### config.mk
export PLATFORM = sky130hd
export DESIGN_NAME = fetch_unit
export DESIGN_NICKNAME = d
export VERILOG_FILES = /design/src/rtl/fetch_unit.sv
export SDC_FILE = /design/constraint.sdc
export NUM_CORES = 1
export LEC_CHECK = 0
export CORE_ASPECT_RATIO = 1.2
export CORE_UTILIZATION = 44
export CTS_BUF_LIST = sky130_fd_sc_hd__clkbuf_8
export DETAILED_ROUTE_END_ITERATION = 10
export PLACE_DENSITY = 0.72
export SKIP_LAST_GASP = 1
export SYNTH_ARGS = -nofsm -noshare
export SYNTH_HDL_FRONTEND = slang
export SYNTH_SLANG_ARGS = --single-unit
export TNS_END_PERCENT = 5
### constraint.sdc
create_clock -name clk -period 5.1 [get_ports clk]
set_input_delay 0.765 -clock clk [delete_from_list [all_inputs] [get_ports clk]]
set_output_delay 0.765 -clock clk [all_outputs]
set_load 0.01 [all_outputs]
### src/rtl/fetch_unit.sv
// rtl/fetch_unit.sv - instruction fetch stage: PC sequencing, imem requests, redirect and stale-response discard
module fetch_unit #(
  parameter int                XLEN     = 32,
  parameter logic [XLEN-1:0]   RESET_PC = '0
) (
  input  logic            clk,
  input  logic            rst_n,
  output logic            imem_req,
  output logic [XLEN-1:0] imem_addr,
  input  logic [31:0]     imem_rdata,
  input  logic            imem_valid,
  input  logic            stall_i,
  input  logic            branch,
  input  logic            jump,
  input  logic            zero,
  input  logic [XLEN-1:0] pc_target,
  output logic [31:0]     instr_o,
  output logic [XLEN-1:0] pc_o,
  output logic [XLEN-1:0] pc_plus4_o,
  output logic            instr_valid_o
);

  typedef enum logic [1:0] {
    S_BOOT    = 2'd0,
    S_FETCH   = 2'd1,
    S_DISCARD = 2'd2
  } state_t;

  localparam logic [31:0]     NOP        = 32'h0000_0013;
  localparam logic [XLEN-1:0] PC_STEP    = XLEN'(4);
  localparam logic [XLEN-1:0] ALIGN_MASK = ~(XLEN'(3));

  state_t            r_state;
  logic [XLEN-1:0]   r_fetch_pc;
  logic [XLEN-1:0]   r_req_addr;
  logic [31:0]       r_instr;
  logic [XLEN-1:0]   r_pc;
  logic              r_valid;

  state_t            w_state_nxt;
  logic [XLEN-1:0]   w_fetch_pc_nxt;
  logic [XLEN-1:0]   w_req_addr_nxt;
  logic [31:0]       w_instr_nxt;
  logic [XLEN-1:0]   w_pc_nxt;
  logic              w_valid_nxt;
  logic              w_req;
  logic [XLEN-1:0]   w_addr;
  logic              w_consume;
  logic              w_pc_src;
  logic              w_redirect;

  assign w_consume  = r_valid & ~stall_i;
  assign w_pc_src   = jump | (branch & zero);
  assign w_redirect = w_consume & w_pc_src;

  always_ff @(posedge clk) begin
    if (!rst_n) begin
      r_state    <= S_BOOT;
      r_fetch_pc <= RESET_PC;
      r_req_addr <= RESET_PC;
      r_instr    <= NOP;
      r_pc       <= RESET_PC;
      r_valid    <= 1'b0;
    end else begin
      r_state    <= w_state_nxt;
      r_fetch_pc <= w_fetch_pc_nxt;
      r_req_addr <= w_req_addr_nxt;
      r_instr    <= w_instr_nxt;
      r_pc       <= w_pc_nxt;
      r_valid    <= w_valid_nxt;
    end
  end

  always_comb begin
    w_state_nxt    = r_state;
    w_fetch_pc_nxt = r_fetch_pc;
    w_req_addr_nxt = r_req_addr;
    w_instr_nxt    = r_instr;
    w_pc_nxt       = r_pc;
    w_valid_nxt    = r_valid;
    w_req          = 1'b0;
    w_addr         = r_fetch_pc;

    case (r_state)
      S_BOOT: begin
        w_state_nxt = S_FETCH;
      end

      S_FETCH: begin
        // Only request when the slot is free next cycle, so any response can be captured.
        w_req          = ~r_valid | w_consume;
        w_addr         = r_fetch_pc;
        w_req_addr_nxt = r_fetch_pc;
        if (w_redirect) begin
          w_valid_nxt    = 1'b0;
          w_fetch_pc_nxt = pc_target & ALIGN_MASK;
          if (w_req && !imem_valid) begin
            w_state_nxt = S_DISCARD;
          end
        end else if (w_req && imem_valid) begin
          w_instr_nxt    = imem_rdata;
          w_pc_nxt       = r_fetch_pc;
          w_valid_nxt    = 1'b1;
          w_fetch_pc_nxt = r_fetch_pc + PC_STEP;
        end else if (w_consume) begin
          w_valid_nxt = 1'b0;
        end
      end

      S_DISCARD: begin
        // Keep the abandoned request stable until memory answers it, then drop the data.
        w_req  = 1'b1;
        w_addr = r_req_addr;
        if (imem_valid) begin
          w_state_nxt = S_FETCH;
        end
      end

      default: begin
        w_state_nxt = S_BOOT;
      end
    endcase
  end

  assign imem_req      = w_req;
  assign imem_addr     = w_addr;
  assign instr_o       = r_instr;
  assign pc_o          = r_pc;
  assign pc_plus4_o    = r_pc + PC_STEP;
  assign instr_valid_o = r_valid;

endmodule

Yosys cells after proc, flatten, opt, wreduce, memory -nomap -nowiden
Cells that the tools add are included.

word-level totals
  flip-flop bits (word level) = 131
  input port bits = 71
  output and inout port bits = 130

operators by class
  add/subtract/negate cells = 2
  equality and inequality tests = 5
  mux-type cells = 11
  bitwise operators = 8
  reductions and logical operators = 10

operators by type and width
  cell                                           count
  two-way mux 32 bit                             3
  adder 32 x 3 -> 32 bit, second input constant  2
  two-way mux 2 bit                              3
  != test 2 bit, second input constant           3
  one-hot mux 2 bit (3 select lines)             1
  AND reduction 3 bit                            2
  AND reduction 2 bit                            2
  AND 1 bit                                      3
  two-way mux 1 bit                              3
  NOT 1 bit                                      3
  nonzero test 3 bit                             1
  == test 2 x 1 -> 1 bit, second input constant  1
  == test 2 bit, second input constant           1
  logical AND 1 bit                              2
  logical NOT 2 bit                              1
  OR 1 bit                                       2
  one-hot mux 1 bit (2 select lines)             1
  nonzero test 2 bit                             1
  logical NOT 1 bit                              1

Logic depth before layout (Yosys ltp)
  depth in word-level cells = 7
  mapped depth = 9
  gate-level depth less buffers = 7

Worst setup path before layout
OpenSTA, ideal clock, no wires.

  kind = reg2out
  start point = reg r_pc[2], in the netlist pc_o[2]
  end point = out pc_plus4_o[24]
  arrival time = 1.790 ns
  data required time = 4.335 ns
  slack = 2.545 ns
  stages on the path, launching flop included = 7
  buffers on the path = 0
  cells stage by stage = dfxtp_1 > ha_1 > nand3_1 > nor3_1 > nor2b_1 > nand4_1 > xnor2_1

between the ends
  word-level cells in the longest chain between the ends = 1

RTL lines
  item                    RTL line  text
  start, declared         37        logic [XLEN-1:0] r_pc;
  start signal, assigned  69        r_pc <= w_pc_nxt;
  adder 32 x 3 -> 32 bit  129       assign pc_plus4_o = r_pc + PC_STEP;
  end, declared           19        output logic [XLEN-1:0] pc_plus4_o,

Every way passes these cells.

Final worst setup path
Same ends and word-level chain as after synthesis.

==> impl_metrics.py <==
metrics = {
    "run_status": {
        "status": "complete, but fails checks",
        "violations": "design-rule violations",
    },
    "hold_path": {
        "hold_depth": 2,
        "hold_end": "instr_o[5]",
        "hp-start": "instr_o[5]",
        "hold_path.class": "register to register",
    },
    "critical_path": {
        "end_kind": "output pin",
        "rr_worst_depth": 6,
        "crit_type": "register to output pin",
        "worst_r2r_endpoint": "instr_o[29]",
        "arrival_ns": 3.25,
        "cp.required_ns": 4.34,
        "r2r_slack_ns": 2.09,
        "rr_startpoint": "instr_valid_o",
        "cp_max_fo": 6,
        "startpoint_type": "register",
    },
    "clocking": {
        "clockBufferDepth": 2,
        "htreeDepth": 4,
        "clk_latency_ns": 0.44,
        "cts.sinks": 125,
        "cts_buffers": 17,
        "clk_pin_slew_ns": 0.07,
        "post-cts-setup-buffer-count": 0,
        "cts_resized": 0,
        "ctsRootBufferMaster": "clkbuf_8",
        "postCtsHoldBufs": 0,
        "cts_tree": "done",
    },
    "finish": {
        "drive_gt1_share_pct": 9.39,
        "nFillCells": 1315,
        "final_common_cell": "clkdlybuf4s50_1",
        "multiInputGateArea_um2": 3510,
        "n_antenna_cell": 0,
        "regArea_um2": 2500,
        "final_cell_mix": "192 x clkdlybuf4s50_1, 177 x nand2_1, 125 x dfxtp_1",
        "final_nets": 1032,
        "area_growth_pct": 35.5,
        "post-route-cell-area_um2": 8690,
    },
    "floorplan": {
        "fp.dieH_um": 134,
        "core_um2": 14000,
        "start_util_pct": 45.8,
        "die_area_um2": 15100,
        "rows": 47,
        "fp.dieW_um": 112,
        "pin_count": 201,
    },
    "timing": {
        "final.setup_skew_ns": 0.0111,
        "fin_tns_setup_ns": 0,
        "hold_slack_ns": 0.450,
        "worst_pin_slew_ns": 1.03,
        "fmax_mhz": 249,
        "setup_viol": 0,
        "rsz0062_at_grt": "false",
        "maxSlewHeadroom_pct": 31.3,
        "slew_violations": 0,
        "min_period_ns": 4.01,
        "hold_viol": 0,
        "fin_crit_sh_pct": 78.7,
    },
    "power_and_ir_drop": {
        "powerDensity_nw_per_um2": 264,
        "ir_drop_uv": 141,
        "leakagePower_nw": 2.97,
    },
    "synth": {
        "synthSimpleGateAreaFrac_pct": 24.6,
        "async_flop_share_pct": 0,
        "synth_top_family_by_area": "simple AND/OR/NAND/NOR gates",
        "synthCells": 793,
        "synthAdderAreaFrac_pct": 0.975,
        "synthMuxAreaShare_pct": 10.1,
        "synth_xor_area_share_pct": 3.82,
        "syn_area_um2": 6410,
        "synth.avg_cell_area_um2": 8.09,
        "ys_types": 61,
        "synth_compound_area_share_pct": 14.7,
        "ys_seq_elements": 125,
        "synthFlopType": "dfxtp_1",
        "yosysSeqAreaShare_pct": 39.0,
        "ys_warn_count": 0,
        "synth-edff-count": 0,
    },
    "drt": {
        "wl_per_cell_um": 16.0,
        "route.detailed.drc": 9,
        "firstDrtPassIters": 10,
        "vias_per_cell": 5.45,
        "drt_iter0_markers": 320,
        "ant_nets": 0,
        "via_count": 6210,
        "wl_mm": 18.3,
    },
    "grt": {
        "first_global_vias": 5817,
        "grtUsageTotal_pct": 24.5,
        "grt.overflow.total": 0,
        "grt_first_pass_wirelength_mm": 29.4,
        "grt_start_max_net_pins": 64,
        "antenna_found_initial": 0,
    },
    "placement": {
        "postPlaceCellArea_um2": 8260,
        "gp_routability_congestion": 0.817,
        "dpl.hpwl_mm": 12.4,
        "portBuffers": 192,
    },
    "flow_run": {
        "maxCapViolations": 0,
    },
}
[through the flow]
stage                     utilization (%)  setup slack, ns  power [mW]  instances
final                                62.1             1.09        2.29       1140
after detailed placement             59.0             1.31        1.39       1108
after CTS                            62.1             1.09        2.31       1140
after global routing                 62.1            0.872        2.39       1140
after global placement               59.0             1.38        1.38       1108
after floorplan                         -             2.55        1.24        798
[cell type report]
type	instances	share of cell area (%)
multi-input cells	602	40.4
flip-flops and latches	125	28.8
repair buffers	205	23.2
clock buffers	19	3.01
well taps	171	2.46
clock inverters	13	1.89
inverters	5	0.230
[registers in the layout, summed over array words and instances, names as in the netlist]
signal / count
instr_o: 32
pc_o: 30
r_fetch_pc: 30
r_req_addr: 30
r_state: 2
instr_valid_o: 1
[Yosys cell counts, drive strengths merged (2+ instances only)]
library cell	number	area share, %
a211oi	2	0.23
a21boi	2	0.23
a21o	6	0.70
a21oi	92	7.2
a22oi	2	0.23
a311oi	4	0.55
a31oi	5	0.49
and2	5	0.55
and3	11	1.1
and4	8	1.1
buf	30	2.6
bufbuf	3	1.3
clkbuf	33	2.6
dfxtp	125	39
ha	5	0.98
inv	5	0.29
mux2	30	5.3
mux2i	31	4.8
nand2	177	10
nand2b	4	0.39
nand3	24	1.9
nand4	25	2.4
nand4b	2	0.27
nor2	55	3.2
nor2b	2	0.20
nor3	10	0.78
nor4	3	0.29
nor4b	4	0.55
o211ai	6	0.70
o21a	3	0.35
o21ai	18	1.4
o221a	2	0.35
o22ai	3	0.29
o311ai	2	0.27
o31a	4	0.57
o31ai	4	0.47
or3	9	0.96
xnor2	23	3.1
xor2	5	0.68
[worst max path at each step]
stage | to | depth (start not counted) | start
after floorplan | pc_plus4_o[24] | 6 | pc_o[2]
after global placement | instr_o[14] | 7 | stall_i
after detailed placement | instr_o[29] | 7 | stall_i
after CTS | pc_plus4_o[24] | 7 | pc_o[2]
after global routing | pc_plus4_o[24] | 7 | pc_o[2]
final | pc_plus4_o[24] | 7 | pc_o[2]
[per-layer routing]
layer / vias up / wire, um / global-route usage (%)
li1: 3084 / - / -
met1: 2884 / 7970 / 30.3
met2: 209 / 8840 / 41.0
met3: 33 / 1120 / 6.28
met4: 0 / 353 / 9.19
met5: - / 0 / 0
[power by group]
part	switching [mW]	leakage [nW]	internal, mW	total (mW)
clock network	0.419	0.201	0.511	0.930
registers	0.0291	1.01	1.00	1.03
logic	0.173	1.76	0.155	0.328
total	0.621	2.97	1.67	2.29
[worst max-delay path, cell delays in order, from the launching register on]
cell	delay (ns)
dfxtp_1	0.45
ha_1	0.22
nand3_1	0.17
nor3_1	0.48
nor2b_1	0.54
nand4_1	0.18
xnor2_1	0.18
clkdlybuf4s50_1	0.60
[kinds of logic (layout without fill, tap and decap cells)]
kind of cell | Yosys count | after routing
mux | 61 | 61
compound gates | 159 | 159
buf+inv | 71 | 242
flops | 125 | 125
fa+ha+maj | 5 | 5
other cells | 1 | 6
xor+xnor | 28 | 28
simple gates | 343 | 343
No activity file was read; power rests on OpenSTA's default activity.
